## src/rtl/decode_scoreboard_pkg.sv

```systemverilog
// Shared types and constants for the decode-stage hazard scoreboard.
// Imported by decode_scoreboard and wb_port_reservation.
package decode_scoreboard_pkg;

    localparam int unsigned SB_LAT_ALU     = 0;
    localparam int unsigned SB_LAT_LOAD    = 1;
    localparam int unsigned SB_WB_DIST_ALU = 2;
    localparam int unsigned SB_CNT_W       = 3;

    typedef enum logic [1:0] {
        LAT_ALU  = 2'd0,
        LAT_LOAD = 2'd1,
        LAT_MUL  = 2'd2,
        LAT_RSVD = 2'd3
    } lat_class_t;

    typedef enum logic {
        SB_RUN   = 1'b0,
        SB_FLUSH = 1'b1
    } sb_state_t;

    typedef struct packed {
        logic                pending;
        logic [SB_CNT_W-1:0] cnt;
    } sb_entry_t;

endpackage

```

## src/rtl/decode_scoreboard_wb_port_reservation.sv

```systemverilog
// RF write-port reservation: one bit per future WB slot, shifted toward WB every unfrozen cycle.
// conflict reports the slot a new issue would claim, i.e. the target bit after this cycle's shift.
module wb_port_reservation
    import decode_scoreboard_pkg::*;
#(
    parameter int unsigned DEPTH  = 7,
    parameter int unsigned DIST_W = 3
) (
    input  logic              clock,
    input  logic              reset,
    input  logic              freeze,
    input  logic              clear,
    input  logic [DIST_W-1:0] check_dist,
    output logic              conflict,
    input  logic              reserve,
    input  logic [DIST_W-1:0] reserve_dist
);

    logic [DEPTH-1:0] vec_q;
    logic [DEPTH-1:0] shifted;
    logic [DEPTH-1:0] claim;

    assign shifted  = vec_q >> 1;
    assign conflict = shifted[check_dist];
    assign claim    = reserve ? (DEPTH'(1) << reserve_dist) : '0;

    always_ff @(posedge clock or negedge reset) begin
        if (!reset) begin
            vec_q <= '0;
        end else if (clear) begin
            vec_q <= '0;
        end else if (!freeze) begin
            vec_q <= shifted | claim;
        end
    end

endmodule

```

## src/rtl/decode_scoreboard.sv

```systemverilog
// Decode hazard scheduler: RAW holds, WB write-port conflicts and WB flush sequencing.
// Define SCOREBOARD_STATS_EN to add saturating RAW / port-conflict stall counters.
module decode_scoreboard
    import decode_scoreboard_pkg::*;
#(
    parameter int unsigned NUM_REGS   = 32,
    parameter int unsigned REG_ADDR_W = 5,
    parameter int unsigned MUL_LAT    = 5,
    parameter int unsigned CNT_W      = 3
) (
    input  logic                  clock,
    input  logic                  reset,
    input  logic                  dec_valid,
    input  logic [REG_ADDR_W-1:0] dec_src1_addr,
    input  logic                  dec_src1_used,
    input  logic [REG_ADDR_W-1:0] dec_src2_addr,
    input  logic                  dec_src2_used,
    input  logic [REG_ADDR_W-1:0] dec_dst_addr,
    input  logic                  dec_dst_we,
    input  logic [1:0]            dec_lat_class,
    input  logic                  cache_stall,
    input  logic                  wb_valid,
    input  logic [REG_ADDR_W-1:0] wb_addr,
    input  logic                  xcpt_flush,
    output logic                  stall_decode,
    output logic                  flush_decode,
    output logic                  issue_fire
`ifdef SCOREBOARD_STATS_EN
    ,
    output logic [31:0]           stat_raw_stalls,
    output logic [31:0]           stat_port_stalls
`endif
);

    localparam int unsigned RSV_DEPTH = MUL_LAT + 2;
    localparam int unsigned DIST_W    = $clog2(RSV_DEPTH);

    sb_state_t         state_q, state_d;
    logic [NUM_REGS-1:0] pending_q;
    logic [CNT_W-1:0]  cnt_q [NUM_REGS];
    lat_class_t        lat_class;
    logic [CNT_W-1:0]  issue_cnt;
    logic [DIST_W-1:0] wb_dist;
    logic              raw_hit, rsv_conflict, port_hit, record;

    assign lat_class = lat_class_t'(dec_lat_class);

    always_comb begin
        issue_cnt = CNT_W'(SB_LAT_ALU);
        wb_dist   = DIST_W'(SB_WB_DIST_ALU);
        case (lat_class)
            LAT_LOAD: issue_cnt = CNT_W'(SB_LAT_LOAD);
            LAT_MUL: begin
                issue_cnt = CNT_W'(MUL_LAT - 1);
                wb_dist   = DIST_W'(MUL_LAT + 1);
            end
            default: ;
        endcase
    end

    // A producer whose count reached 0 is covered by a bypass path, so only nonzero counts hold.
    assign raw_hit = (dec_src1_used && pending_q[dec_src1_addr] && (cnt_q[dec_src1_addr] != '0))
                  || (dec_src2_used && pending_q[dec_src2_addr] && (cnt_q[dec_src2_addr] != '0));

    wb_port_reservation #(
        .DEPTH (RSV_DEPTH),
        .DIST_W(DIST_W)
    ) u_wb_port_reservation (
        .clock       (clock),
        .reset       (reset),
        .freeze      (cache_stall),
        .clear       (xcpt_flush),
        .check_dist  (wb_dist),
        .conflict    (rsv_conflict),
        .reserve     (record),
        .reserve_dist(wb_dist)
    );

    assign port_hit = dec_dst_we && rsv_conflict;

    always_ff @(posedge clock or negedge reset) begin
        if (!reset) state_q <= SB_RUN;
        else        state_q <= state_d;
    end

    always_comb begin
        state_d      = state_q;
        stall_decode = 1'b0;
        case (state_q)
            SB_RUN: begin
                stall_decode = dec_valid && (raw_hit || port_hit || cache_stall);
                if (xcpt_flush) state_d = SB_FLUSH;
            end
            SB_FLUSH: begin
                stall_decode = 1'b1;
                state_d      = xcpt_flush ? SB_FLUSH : SB_RUN;
            end
            default: state_d = SB_RUN;
        endcase
    end

    assign flush_decode = (state_q == SB_FLUSH);
    assign issue_fire   = dec_valid && !stall_decode && !flush_decode;
    assign record       = issue_fire && dec_dst_we;

    // Later assignments in the loop body win: a same-cycle issue overrides the WB clear.
    always_ff @(posedge clock or negedge reset) begin
        if (!reset) begin
            pending_q <= '0;
            for (int unsigned i = 0; i < NUM_REGS; i++) cnt_q[i] <= '0;
        end else if (xcpt_flush) begin
            pending_q <= '0;
            for (int unsigned i = 0; i < NUM_REGS; i++) cnt_q[i] <= '0;
        end else begin
            for (int unsigned i = 0; i < NUM_REGS; i++) begin
                if (!cache_stall && (cnt_q[i] != '0)) cnt_q[i] <= cnt_q[i] - 1'b1;
                if (wb_valid && (wb_addr == REG_ADDR_W'(i))) pending_q[i] <= 1'b0;
                if (record && (dec_dst_addr == REG_ADDR_W'(i)) && (i != 0)) begin
                    pending_q[i] <= 1'b1;
                    cnt_q[i]     <= issue_cnt;
                end
            end
        end
    end

`ifdef SCOREBOARD_STATS_EN
    always_ff @(posedge clock or negedge reset) begin
        if (!reset) begin
            stat_raw_stalls  <= '0;
            stat_port_stalls <= '0;
        end else if ((state_q == SB_RUN) && dec_valid) begin
            if (raw_hit) begin
                if (stat_raw_stalls != '1) stat_raw_stalls <= stat_raw_stalls + 32'd1;
            end else if (port_hit) begin
                if (stat_port_stalls != '1) stat_port_stalls <= stat_port_stalls + 32'd1;
            end
        end
    end
`endif

endmodule

```

## config.mk

```make
export PLATFORM = sky130hd
export DESIGN_NAME = decode_scoreboard
export DESIGN_NICKNAME = d
export VERILOG_FILES = /design/src/rtl/decode_scoreboard_pkg.sv /design/src/rtl/decode_scoreboard_wb_port_reservation.sv /design/src/rtl/decode_scoreboard.sv
export SDC_FILE = /design/constraint.sdc
export NUM_CORES = 1
export LEC_CHECK = 0
export ABC_AREA = 0
export BUFFER_PORTS_ARGS = -buffer_cell sky130_fd_sc_hd__buf_4
export CAP_MARGIN = 20
export CORE_UTILIZATION = 60
export CTS_BUF_LIST = sky130_fd_sc_hd__clkbuf_16
export DETAILED_ROUTE_END_ITERATION = 12
export PLACE_DENSITY = 0.84
export SYNTH_ARGS = -nofsm -noshare
export SYNTH_HDL_FRONTEND = slang
export SYNTH_SLANG_ARGS = --single-unit
```

## constraint.sdc

```tcl
create_clock -name clock -period 4.4 [get_ports clock]
set_clock_uncertainty 0.15 [all_clocks]
set_input_delay 0.88 -clock clock [delete_from_list [all_inputs] [get_ports clock]]
set_output_delay 0.88 -clock clock [all_outputs]
set_load 0.05 [all_outputs]
```

# [Word level (Yosys, flattened, before mapping)]
# Index checks and enable logic that the tools add are counted.
[classes] n_addsub=32 order_cmp=5 eq_ne=65 shifts=1 n_mux=147 bitwise=4 n_reduce_logical=209
[ops] op="nonzero test 3 bit" n=96
[ops] op="two-way mux 3 bit" n=68
[ops] op="== test 5 bit, second input constant" n=32
[ops] op="logical AND 1 bit" n=104
[ops] op="two-way mux 96 bit" n=1
[ops] op="subtractor 3 x 1 -> 3 bit, second input constant" n=32
[ops] op="== test 5 x 4 -> 1 bit, second input constant" n=16
[ops] op="two-way mux 1 bit" n=67
[ops] op="== test 5 x 3 -> 1 bit, second input constant" n=8
[ops] op="two-way mux 32 bit" n=1
[ops] op="binary-select mux 3 bit (select 5 bit)" n=2
[ops] op="two-way mux 7 bit" n=3
[ops] op="== test 5 x 2 -> 1 bit, second input constant" n=4
[ops] op="greater-or-equal comparator 6 bit, second input constant" n=2
[ops] op="less-than comparator 5 x 6 -> 1 bit, second input constant" n=2
[ops] op="inverter 5 -> 6 bit" n=2
[ops] op="binary-select mux 1 bit (select 5 bit)" n=2
[ops] op="== test 5 x 1 -> 1 bit, second input constant" n=2
[ops] op="OR 6 x 7 -> 7 bit" n=1
[ops] op="left shift 1 x 3 -> 7 bit, first input constant" n=1
[ops] op="one-hot mux 3 bit (2 select lines)" n=1
[ops] op="zero test 5 bit" n=1
[ops] op="less-than comparator 3 x 4 -> 1 bit, second input constant" n=1
[ops] op="nonzero test 2 bit" n=2
[ops] op="8 further kinds" n=12
[totals] ff_bits=136 input_bits=31 out_inout_bits=3

# [Logic depth before layout (Yosys ltp)]
# Gate-level depths: netlist of the first run.
[depth] word_depth=19 ltp_mapped=13 depth_no_buf=8

# [Modules after synthesis]
# A second synthesis of the first run with hierarchy kept.
[hier_totals] hier_cells=1009 hier_area_um2=9748.1
[modules_own_cells] mod="decode_scoreboard" n_inst=1 cells_each=976 area_each_um2=9392.8 seq_area_each_um2=3203.1
[modules_own_cells] mod="wb_port_reservation" n_inst=1 cells_each=33 area_each_um2=355.3 seq_area_each_um2=150.1

# [Worst setup path before layout of the first run]
# Ideal clock, no wire load.
[synth_path] path_type="input-to-output" startpoint="input dec_src1_addr[0]" endpoint="output issue_fire" t_arrival_ns=3.574 t_required_ns=3.370 path_slack_ns=-0.204 stages=11 n_path_buf=3 path_cell_list="buf_6 mux4_2 nand2b_1 o211ai_2 a31o_1 o2111ai_1 o31ai_2 buf_6 buf_6 nand2_1 nor3b_1"
[synth_between] elab_chain_cells=14 word_cells_on_any_way=17
[synth_lines] item="from (decl)" line="decode_scoreboard.sv:14" rtl="input logic [REG_ADDR_W-1:0] dec_src1_addr,"
[synth_lines] item="inverter 5 -> 6 bit (implied by the code)" line="decode_scoreboard.sv:62" rtl="assign raw_hit = (dec_src1_used && pending_q[dec_src1_addr] && (cnt_q[dec_src1_addr] != '0))"
[synth_lines] item="binary-select mux 3 bit (select 5 bit)" line="decode_scoreboard.sv:62"
[synth_lines] item="two-way mux 3 bit (implied by the code) (2 in a row)" line="decode_scoreboard.sv:62"
[synth_lines] item="nonzero test 3 bit" line="decode_scoreboard.sv:62"
[synth_lines] item="logical AND 1 bit (*)" line="decode_scoreboard.sv:62"
[synth_lines] item="logical OR 1 bit (*)" line="decode_scoreboard.sv:63" rtl="|| (dec_src2_used && pending_q[dec_src2_addr] && (cnt_q[dec_src2_addr] != '0));"
[synth_lines] item="logical OR 1 bit (*) (2 in a row)" line="decode_scoreboard.sv:91" rtl="stall_decode = dec_valid && (raw_hit || port_hit || cache_stall);"
[synth_lines] item="logical AND 1 bit (*)" line="decode_scoreboard.sv:91"
[synth_lines] item="one-hot mux 1 bit (2 select lines) (*)" line="decode_scoreboard.sv:89" rtl="case (state_q)"
[synth_lines] item="zero test 1 bit (*)" line="decode_scoreboard.sv:103" rtl="assign issue_fire = dec_valid && !stall_decode && !flush_decode;"
[synth_lines] item="logical AND 1 bit (*) (2 in a row)" line="decode_scoreboard.sv:103"
[synth_lines] item="to (decl)" line="decode_scoreboard.sv:27" rtl="output logic issue_fire"
# Every way passes the cells marked *; elsewhere a longest branch is shown, timed or not. The select of a mux whose other input is x is not followed.

# [Worst setup path in the final report of the first run]
[layout_path] startpoint="input dec_src1_addr[1]" endpoint="output stall_decode"
[layout_between] elab_chain_cells=11 word_cells_on_any_way=14
[layout_lines] item="inverter 5 -> 6 bit (implied by the code)" line="decode_scoreboard.sv:62"
[layout_lines] item="binary-select mux 3 bit (select 5 bit)" line="decode_scoreboard.sv:62"
[layout_lines] item="two-way mux 3 bit (implied by the code) (2 in a row)" line="decode_scoreboard.sv:62"
[layout_lines] item="nonzero test 3 bit" line="decode_scoreboard.sv:62"
[layout_lines] item="logical AND 1 bit (*)" line="decode_scoreboard.sv:62"
[layout_lines] item="logical OR 1 bit (*)" line="decode_scoreboard.sv:63"
[layout_lines] item="logical OR 1 bit (*) (2 in a row)" line="decode_scoreboard.sv:91"
[layout_lines] item="logical AND 1 bit (*)" line="decode_scoreboard.sv:91"
[layout_lines] item="one-hot mux 1 bit (2 select lines) (*)" line="decode_scoreboard.sv:89"
[layout_lines] item="to (decl)" line="decode_scoreboard.sv:25" rtl="output logic stall_decode,"
# Marked as above.

==> results.tsv, run 1 <==
stage	metric	value	unit
drt	drtPass1Iterations	5	
yosys	synth_nets	1030	
yosys	synthDominantCellAreaShare	36.5	%
yosys	synthCells	937	
clocking	clk_latency	430	ps
floorplanning	die-area	15200	um2
clocking	htree_num_levels	4	
global_route	grt_pass1_vias	7149	
drt	viasPerCell	6.27	
timing	hold_viol_final	0	
timing	rsz0062_at_grt	no	
worst_hold_path	min_path_type	in -> async	
cells_and_area	areaGrowthSynthToFinish	9.45	%
global_route	grt_max_degree	94	
yosys	synth_seq_cells	129	
timing	slew_headroom	33.9	%
drt	wl_per_cell	19.0	um
clocking	path_clk_slew	50	ps
yosys	syn_area_per_cell	9.44	um2
floorplanning	io_pins	34	
yosys	ys_warn_count	0	
yosys	synth_most_common_cell	dfrtp_1	
drt	drt_iter0_markers	852	
place	portBuffers	33	
global_route	grt-ovfl-total	0	
global_route	grt_pass1_wl	35100	um
clocking	cts_tree	done	
floorplanning	start_util	61.1	%
clocking	ctsResizeCount	0	
pwr	irDropWorstVdd	0.309	mV
floorplanning	rows	44	
timing	finalSetupTns	0	ps
cells_and_area	diodes	0	
yosys	ys_seq_area_share	36.5	%
critical_path	crit_type	in -> out	
yosys	async_flop_share	100	%
clocking	numClockSinks	129	
critical_path	cp-end-kind	primary output	
critical_path	critPathMostFrequentCell	buf_4	
timing	fin_crit_sh	91.4	%
critical_path	worstPathCellList	buf_4, mux4_2, mux2_2, a31o_1, o2111ai_1, o31ai_4, nand2_1, a21o_1, buf_4	
critical_path	crit_arrival	2990	ps
global_route	track_usage	30.6	%
critical_path	crit_family	multiplexers	
critical_path	critPathMaxFanout	19	
place	place_area	9190	um2
critical_path	crit_buf_inv	2	
timing	max_freq	0.249	GHz
pwr	leakagePower	4.35	nW
pwr	power.density	570	nW/um2
timing	fin_crit	4020	ps
global_route	use_met3	8.26	%
timing	finalMaxSlewViolations	0	
drt	drtAntennaViolNets	0	
clocking	clock_path_buffers	2	
cells_and_area	fin_area	9680	um2
timing	worst_pin_slew	991	ps
place	gp_congestion	0.911	
cells_and_area	nets	1047	
drt	route.detailed.drc	0	
drt	num_vias	7207	
place	dp.final_hpwl	14700	um
drt	routed_wirelength	21800	um
yosys	synth_area	8840	um2
global_route	antenna_found_initial	0	
yosys	synth-main-ff-cell	dfrtp_1	
critical_path	crit_required	3370	ps
critical_path	slowest_delay	540	ps
clocking	ctsHoldBuffers	0	
global_route	grt_util_met1	36.5	%
global_route	grt-busiest-layer	met2	
critical_path	worst_setup_path_start_kind	input port	
yosys	synth_edf_count	0	
timing	finalSetupViolCount	0	
critical_path	slowest_stage	mux4_2	
clocking	cts_root_buffer	clkbuf_16	
floorplanning	die_w	123	um
run_status	status	complete, no violations	
cells_and_area	drive_gt1_share	14.6	%
yosys	yosysUniqueCellTypes	56	
job	drv_cap	0	
clocking	cts_buffers	17	
global_route	grt.met2_usage	49.8	%
yosys	synth_top_cells_by_count	dfrtp_1, nor2_1, inv_1	
floorplanning	coreArea	14500	um2
yosys	synth.largest_area_cell	dfrtp_1	
clocking	cts_setup_buffers	0	
yosys	netlist_top_cells_area	dfrtp_1, ha_1, xnor2_1	
floorplanning	fp.dieH	123	um
## power breakdown
group	leakage [nW]	switching (mW)	internal [mW]	total [mW]
logic	2.34	1.28	1.15	2.43
clock network	0.251	0.507	0.689	1.20
registers	1.76	0.331	1.56	1.89
total	4.35	2.12	3.40	5.52
## worst reg2reg max path, cell delays in order (launching register included)
cell      delay, ps
dfrtp_1         410
o31ai_1         490
mux4_2          340
nor4_1           50
a311oi_1        210
nand3_1         170
a31oi_4         190
buf_4           540
nand4_1         420
mux2_2          390
## sequential cells by signal, indices dropped and copies added (netlist names)
register                     count
u_wb_port_reservation.vec_q      4
pending_q                       31
cnt_q                           93
flush_decode                     1
## layer usage
layer | vias up | wire length, um
met5 | - | 0
met4 | 0 | 892
met3 | 81 | 1840
met2 | 335 | 10500
met1 | 3484 | 8560
li1 | 3307 | -
## layout make-up
class / count / area (um2)
clock inverters: 14 / 58.8
clock buffers: 17 / 425
repair buffers: 44 / 338
fillers: 1140 / 4800
well taps: 184 / 230
multi-input cells: 663 / 5030
inverters: 99 / 372
flip-flops and latches: 129 / 3230
## cell usage in the layout, fill, tap and decap left out, drive strengths merged, types with 17 or more instances in the layout
cell,n
nor2,102
and3b,22
a21oi,85
o21ai,42
clkbuf,17
xnor2,62
dfrtp,129
mux2,57
o31ai,26
ha,62
nand2,52
inv,101
buf,44
nand4,36
## final timing paths
check,from,endpoint,slack [ps],depth (start not counted)
worst max-delay path,dec_src1_addr[1],stall_decode,380,9
worst min-delay path,reset,cnt_q[19],360,1
worst max register to register,cnt_q[39],cnt_q[78],940,9
worst min register to register,u_wb_port_reservation.vec_q[5],u_wb_port_reservation.vec_q[5],370,2
max in group asynchronous,reset,u_wb_port_reservation.vec_q[3],2890,2
min in group clock,u_wb_port_reservation.vec_q[5],u_wb_port_reservation.vec_q[5],370,2
## logic make-up (layout without fill, tap and decap cells)
logic type                 Yosys count  after routing  share of synthesized area [%]
xor gates and xnor gates            62             62                           6.14
and+or+nand+nor                    273            273                           17.0
AOI/OAI and AO/OA                  193            193                           13.5
buffers and inverters              145            174                           6.99
muxes                               73             73                           11.0
DFF                                129            129                           36.5
adders and majority gates           62             62                           8.77
## metrics by stage
stage	cells	setup WS [ps]	util, %	hold WS, ps	total power, mW
global placement	1118	437	63.4	345	4.13
finish	1150	380	66.9	356	5.52
floorplan	937	279	-	336	3.79
CTS	1149	395	66.8	375	5.53
detailed placement	1118	396	63.4	363	4.29
global route	1150	283	66.9	390	6.00
(Power assumes the default switching activity.)
==> run 2, diff against run 1 <==
Settings changed: ABC_AREA 0 to 1, PLACE_DENSITY 0.84 to 0.83.
Clock period 4.4 ns to 4.6 ns, I/O delays scaled along.
==> run 2 against run 1 <==
  * Count of clock-buffer cells in the layout stayed put
  * Via count up 46%
  * Synthesized area is 16% higher
  * First-iteration DRC count increased by 33%
  * Combinational power is 2% higher
  * Sequential power shrank 4%
  * Critical path depth increased by 6
  * Non-clock buffer count increased by 2
  * Sequential share of layout area down 4.8 points
  * Critical path type unchanged
  * Global-route usage grew 4.3 points
  * Power is 4.8% higher
==> results.tsv, run 2 <==
stage	metric	value	unit	change
critical_path	r2r-start	cnt_q[33]		was cnt_q[39]
critical_path	critPathMaxFanout	19		unchanged
drt	route.detailed.drc	0		unchanged
clocking	ctsResizeCount	0		unchanged
clocking	path_clk_slew	60	ps	was 50 ps
pwr	comb_power_share	42.8	%	was 44.0%
drt	routed_wirelength	29500	um	was 21800 um
drt	wl_per_cell	15.5	um	was 19.0 um
critical_path	r2r-end	cnt_q[49]		was cnt_q[78]
timing	fin_crit	4010	ps	
place	dp.final_hpwl	20600	um	was 14700 um
clocking	cts_tree	done		unchanged
run_status	status	complete, no violations		unchanged
drt	drt-met1-wl	11700	um	was 8560 um
global_route	grt_max_degree	112		was 94
floorplanning	rows	47		was 44
global_route	track_usage	35.0	%	was 30.6%
timing	rsz0062_at_grt	no		unchanged
clocking	numClockSinks	129		unchanged
clocking	clock_path_buffers	2		unchanged
yosys	synthDominantCellAreaShare	31.5	%	was 36.5%
yosys	synth_edf_count	0		unchanged
timing	slew_headroom	45.8	%	was 33.9%
pwr	p_clk_share	25.7	%	was 21.7%
clocking	cts_setup_buffers	0		unchanged
floorplanning	start_util	61.7	%	was 61.1%
global_route	grt_pass1_vias	10200		was 7149
place	post-place-ws	663	ps	was 396 ps
timing	setup_ws	586	ps	was 380 ps
critical_path	ff2ff_path_depth	18		was 9
timing	fin_crit_sh	87.3	%	
cells_and_area	final_cell_mix	nand2_1, inv_1, nor2_1		was dfrtp_1, inv_1, nor2_1
cells_and_area	largest_register_ffs	93		unchanged
yosys	async_flop_share	100	%	unchanged
yosys	synth_top_cells_by_count	nand2_1, inv_1, nor2_1		was dfrtp_1, nor2_1, inv_1
drt	wl_met3	2830	um	was 1840 um
timing	max_freq	0.249	GHz	
drt	top_layer	met4		unchanged
floorplanning	fp.dieH	133	um	was 123 um
pwr	leakagePower	6.06	nW	was 4.35 nW
global_route	antenna_found_initial	0		unchanged
global_route	grt-ovfl-total	0		unchanged
drt	num_vias	10500		was 7207
floorplanning	io_pins	34		unchanged
yosys	synth_nets	1755		was 1030
floorplanning	die_w	133	um	was 123 um
drt	drt_iter0_markers	1135		was 852
place	gp_congestion	0.983		was 0.911
yosys	syn_area_per_cell	6.17	um2	was 9.44 um2
yosys	synth.largest_area_cell	dfrtp_1		unchanged
cells_and_area	areaGrowthSynthToFinish	10.1	%	was 9.45%
yosys	netlist_top_cells_area	dfrtp_1, nand2_1, ha_1		was dfrtp_1, ha_1, xnor2_1
yosys	ys_warn_count	0		unchanged
pwr	power.density	512	nW/um2	was 570 nW/um2
drt	viasPerCell	5.53		was 6.27
yosys	synth-main-ff-cell	dfrtp_1		unchanged
timing	finalSetupTns	0	ps	unchanged
yosys	ys_seq_area_share	31.5	%	was 36.5%
pwr	irDropWorstVdd	0.357	mV	was 0.309 mV
worst_hold_path	min_path_type	in -> async		unchanged
cells_and_area	drive_gt1_share	7.11	%	was 14.6%
critical_path	crit_required	3530	ps	was 3370 ps
timing	finalSetupViolCount	0		unchanged
clocking	htree_num_levels	4		unchanged
global_route	grt_pass1_wl	48600	um	was 35100 um
clocking	clk_latency	430	ps	about the same
cells_and_area	top_regs	cnt_q (93), pending_q (31), u_wb_port_reservation.vec_q (4)		unchanged
cells_and_area	mostFrequentLayoutCell	nand2_1		was dfrtp_1
clocking	ctsHoldBuffers	0		unchanged
critical_path	crit_type	in -> out		unchanged
critical_path	worst_setup_path_start_kind	input port		unchanged
pwr	switching_share	41.9	%	was 38.4%
clocking	cts_root_buffer	clkbuf_16		unchanged
pwr	p_int	3.37	mW	was 3.40 mW
place	dp_cells	1874		was 1118
timing	hold_viol_final	0		unchanged
cells_and_area	regMostFlops	cnt_q		unchanged
critical_path	cp-end-kind	primary output		unchanged
yosys	yosysUniqueCellTypes	27		was 56
place	portBuffers	33		unchanged
drt	wl_met2	13600	um	was 10500 um
clocking	cts_buffers	17		unchanged
yosys	synth_most_common_cell	nand2_1		was dfrtp_1
yosys	synth_area	10300	um2	was 8840 um2
cells_and_area	layout.cells.non_filler	1907		was 1150
timing	finalMaxSlewViolations	0		unchanged
cells_and_area	diodes	0		unchanged
job	drv_cap	0		unchanged
critical_path	crit_arrival	2940	ps	was 2990 ps
drt	drtPass1Iterations	8		was 5
yosys	synth_seq_cells	129		unchanged
timing	worst_pin_slew	812	ps	was 991 ps
floorplanning	die-area	17600	um2	was 15200 um2
pwr	power.total	5.79	mW	was 5.52 mW
drt	drtAntennaViolNets	0		unchanged
critical_path	reg2reg_setup_slack	1590	ps	was 940 ps
cells_and_area	nets	1767		was 1047
yosys	synthCells	1662		was 937
pwr	power.switching	2.42	mW	was 2.12 mW
floorplanning	coreArea	16600	um2	was 14500 um2
pwr	p_seq_share	31.5	%	was 34.3%
## run 2: cell count changes after synthesis, sizes merged, moves of 38 or more
cell | before | now
nand2 | 52 | 777
nor2 | 102 | 202
nand3 | 10 | 106
inv | 99 | 178
xnor2 | 62 | 0
mux2 | 57 | 0
a21oi | 85 | 47
## run 2: worst max path at each step
stage | from | to | slack (ps) | cells after the start
after CTS | dec_src1_addr[0] | issue_fire | 640 | 16
after floorplan | dec_src2_addr[0] | issue_fire | 1150 | 17
final | dec_src1_addr[0] | issue_fire | 590 | 15
after global routing | dec_src2_addr[0] | issue_fire | 400 | 17
after global placement | dec_src1_addr[0] | issue_fire | 690 | 16
after detailed placement | dec_src1_addr[0] | issue_fire | 660 | 16
## run 2: cells by family after synthesis
logic type	synth area share (%)
simple gates	44.0
buf+inv	9.18
flops	31.5
compound gates	5.13
fa+ha+maj	7.56
xor+xnor	2.65
## run 2: power by group through the flow
stage	combinational, mW	sequential [mW]	clock, mW
final	2.48	1.82	1.49
after detailed placement	2.40	1.81	0
after floorplan	1.90	1.72	0
after global routing	2.86	1.86	1.55
after global placement	2.30	1.81	0
after CTS	2.45	1.81	1.50
## run 2: critical path, cell delays in order
cell,delay (ps)
buf_4,110
inv_1,480
nand2_1,120
nor2_1,110
nand3_1,70
nand3_1,90
nand3_1,120
nand3_1,140
nand2_1,60
nand3_1,110
nand2_1,100
nor2_2,160
nand3_1,90
inv_1,60
buf_4,190
## run 2: cell type report
cell class	count	area [um2]
clock buffer	17	425
sequential	129	3230
fill	1457	5350
tap	220	275
timing repair buffer	46	382
multi-input combinational	1300	6090
clock inverter	15	218
inverter	180	676
## run 2: layer usage
metal	vias up	GRT usage, %
met5	-	0
met4	0	20.6
li1	5100	-
met1	4767	42.7
met2	557	56.8
met3	118	7.74
## run 2: stage by stage
stage / hold WS [ps] / utilization, % / cell area [um2]
2_1_floorplan: 299 / - / 10300
3_3_place_gp: 313 / 63.9 / 10600
3_5_place_dp: 315 / 63.9 / 10600
4_1_cts: 330 / 67.7 / 11300
5_1_grt: 205 / 67.9 / 11300
6_report: 196 / 67.9 / 11300
==> run 3, diff against run 2 <==
Settings changed: SYNTH_HIERARCHICAL set to 1.
==> run 3 against run 2 <==
  * Combinational power barely moved
  * Power fell by 6.6%
  * Critical endpoint unchanged
  * Critical path depth did not move
  * Design area rose by 4.8%
  * Global-route usage fell by 0.76 points
  * Sequential power fell by 7%
  * Critical path type unchanged
  * Largest cell class unchanged
  * Count of clock-buffer cells in the layout did not move
==> results.tsv, run 3 <==
stage	metric	value	unit	change
cells_and_area	mostFrequentLayoutCell	nand2_1		unchanged
timing	worst_pin_slew	950	ps	was 812 ps
timing	fin_crit	4190	ps	was 4010 ps
cells_and_area	largest_register_ffs	96		was 93
clocking	cts_setup_buffers	0		unchanged
critical_path	slowest_stage	inv_2		was inv_1
floorplanning	die_w	137	um	was 133 um
clocking	path_clk_slew	60	ps	about the same
yosys	ys_warn_count	6		was 0
yosys	synthDominantCellAreaShare	30.6	%	was 31.5%
global_route	track_usage	34.2	%	was 35.0%
yosys	synthCells	1663		was 1662
clocking	ctsHoldBuffers	0		unchanged
cells_and_area	final_cell_mix	nand2_1, inv_1, nand3_1		was nand2_1, inv_1, nor2_1
floorplanning	fp.dieH	137	um	was 133 um
pwr	leakagePower	6.32	nW	was 6.06 nW
critical_path	crit_required	3530	ps	about the same
drt	drtAntennaViolNets	0		unchanged
yosys	netlist_top_cells_area	dfrtp_1, nand2_1, nand3_1		was dfrtp_1, nand2_1, ha_1
global_route	grt_pass1_vias	10000		was 10.2k
critical_path	worstPathCellList	buf_4, inv_2, nand2_1, nand3_1, nand2_1, nand2_1, nand2_1, nor2_1, nand2_1, nand3_1, nand2_1, nand3_1, nand3_1, nor3_4, buf_4		was buf_4, inv_1, nand2_1, nor2_1, nand3_1, nand3_1, nand3_1, nand3_1, nand2_1, nand3_1, nand2_1, nor2_2, nand3_1, inv_1, buf_4
place	portBuffers	33		unchanged
cells_and_area	fin_area	11800	um2	was 11300 um2
drt	wl_per_cell	16.2	um	was 15.5 um
pwr	irDropWorstVdd	0.334	mV	was 0.357 mV
yosys	synth_area	11000	um2	was 10300 um2
clocking	numClockSinks	134		was 129
clocking	cts_buffers	17		unchanged
timing	hold_viol_final	0		unchanged
yosys	synth_seq_cells	134		was 129
place	place_area	11300	um2	was 10600 um2
cells_and_area	nets	1765		was 1767
clocking	ctsResizeCount	0		unchanged
drt	route.detailed.drc	0		unchanged
cells_and_area	diodes	0		unchanged
clocking	clk_latency	430	ps	about the same
critical_path	crit_arrival	3120	ps	was 2940 ps
drt	drtPass1Iterations	6		was 8
place	dp.final_hpwl	21400	um	was 20600 um
timing	setup_ws	408	ps	was 586 ps
timing	slew_headroom	36.6	%	was 45.8%
yosys	synth.largest_area_cell	dfrtp_1		unchanged
cells_and_area	top_regs	cnt_q (96), pending_q (31), u_wb_port_reservation/vec_q (6)		was cnt_q (93), pending_q (31), u_wb_port_reservation.vec_q (4)
place	post-place-ws	426	ps	was 663 ps
critical_path	crit_family	simple AND/OR/NAND/NOR gates		unchanged
yosys	async_flop_share	100	%	unchanged
floorplanning	io_pins	34		unchanged
drt	num_vias	11100		was 10.5k
floorplanning	start_util	61.1	%	was 61.7%
worst_hold_path	min_path_type	reg -> reg		was in -> async
critical_path	worst_setup_path_start_kind	input port		unchanged
timing	fin_crit_sh	91.1	%	was 87.3%
global_route	antenna_found_initial	0		unchanged
yosys	yosysUniqueCellTypes	30		was 27
floorplanning	die-area	18800	um2	was 17600 um2
timing	finalSetupViolCount	0		unchanged
drt	routed_wirelength	30900	um	was 29500 um
critical_path	crit_type	in -> out		unchanged
yosys	synth_edf_count	0		unchanged
global_route	grt_max_degree	83		was 112
global_route	grt-ovfl-total	0		unchanged
cells_and_area	drive_gt1_share	6.37	%	was 7.11%
critical_path	cp-end-kind	primary output		unchanged
clocking	cts_root_buffer	clkbuf_16		unchanged
clocking	htree_num_levels	4		unchanged
yosys	synth-main-ff-cell	dfrtp_1		unchanged
critical_path	slowest_delay	450	ps	was 480 ps
timing	rsz0062_at_grt	no		unchanged
drt	drt_iter0_markers	1311		was 1135
cells_and_area	regMostFlops	cnt_q		unchanged
floorplanning	coreArea	18000	um2	was 16600 um2
yosys	synth_most_common_cell	nand2_1		unchanged
timing	finalMaxSlewViolations	0		unchanged
critical_path	critPathMostFrequentCell	nand2_1		was nand3_1
pwr	power.total	5.41	mW	was 5.79 mW
cells_and_area	areaGrowthSynthToFinish	7.83	%	was 10.1%
clocking	clock_path_buffers	2		unchanged
timing	finalSetupTns	0	ps	unchanged
run_status	status	complete, no violations		unchanged
place	gp_congestion	0.984		was 0.983
critical_path	critPathMaxFanout	39		was 19
yosys	syn_area_per_cell	6.60	um2	was 6.17 um2
global_route	grt_pass1_wl	49800	um	was 48600 um
clocking	cts_tree	done		unchanged
yosys	ys_seq_area_share	30.6	%	was 31.5%
floorplanning	rows	49		was 47
critical_path	crit_buf_inv	3		was 4
drt	viasPerCell	5.80		was 5.53
pwr	power.density	457	nW/um2	was 512 nW/um2
yosys	synth_top_cells_by_count	nand2_1, inv_1, nand3_1		was nand2_1, inv_1, nor2_1
timing	max_freq	0.239	GHz	was 0.249 GHz
job	drv_cap	0		unchanged
==> run 3: cell types whose count changed after synthesis, sizes merged, moves of 13 or more <==
cell / change
nand3: +116
a21oi: +22
o21ai: +13
nor2: -103
nand4: +96
nand2: -209
inv: +46
==> run 3: logic make-up (layout without fill, tap and decap cells) <==
family | Yosys count | count (layout) | synth area share (%)
and+or+nand+nor | 1002 | 1002 | 42.3
buffers and inverters | 292 | 298 | 10.7
AOI/OAI and AO/OA | 137 | 137 | 6.53
DFF | 134 | 134 | 30.6
adders and majority gates | 64 | 64 | 7.30
xor gates and xnor gates | 32 | 32 | 2.55
other | 2 | 12 | 0.0684
==> run 3: final cells by class <==
| cell class | count | area, um2 |
|---|---|---|
| multi-input cells | 1247 | 6490 |
| fillers | 1574 | 6130 |
| flip-flops and latches | 134 | 3350 |
| inverters | 224 | 841 |
| clock buffers | 17 | 425 |
| repair buffers | 46 | 362 |
| well taps | 229 | 287 |
| clock inverters | 11 | 72.6 |
==> run 3: worst register-to-register path: cells and delay by family, from the launching register on <==
kind                   cells  cell delay [ps]
and+or+nand+nor           13             1610
AOI/OAI and AO/OA          1              240
buffers and inverters      3              780
DFF                        1              380
==> run 3: per-stage QoR <==
step / util (%) / hold slack [ps] / instances
4_1_cts: 65.9 / 334 / 1908
2_1_floorplan: - / 299 / 1673
6_report: 65.9 / 334 / 1908
5_1_grt: 65.9 / 345 / 1908
3_3_place_gp: 63.1 / 313 / 1880
3_5_place_dp: 63.1 / 320 / 1880
==> run 3: power by group <==
group,internal [mW],total [mW],leakage (nW),switching [mW]
clock network,0.711,1.22,0.248,0.513
logic,0.895,2.49,4.24,1.59
registers,1.47,1.70,1.84,0.230
total,3.07,5.41,6.32,2.34
==> run 3: final timing paths <==
path                                                 from                             end  slack [ps]  depth (start not counted)
max reg2reg                                     cnt_q[60]                       cnt_q[41]        1390                         17
min reg2reg                u_wb_port_reservation/vec_q[4]  u_wb_port_reservation/vec_q[4]         330                          2
max                                      dec_src1_addr[0]                      issue_fire         410                         15
max in group asynchronous                           reset                   pending_q[28]        3030                          2
min in group asynchronous                           reset                       cnt_q[31]         410                          1
min                        u_wb_port_reservation/vec_q[4]  u_wb_port_reservation/vec_q[4]         330                          2
==> run 3: layer usage <==
layer / global-route usage (%) / up-vias / routed length [um]
li1: - / 5367 / -
met1: 47.6 / 5049 / 13100
met2: 53.3 / 562 / 13800
met3: 5.59 / 88 / 3170
met4: 12.6 / 0 / 784
met5: 0 / - / 0
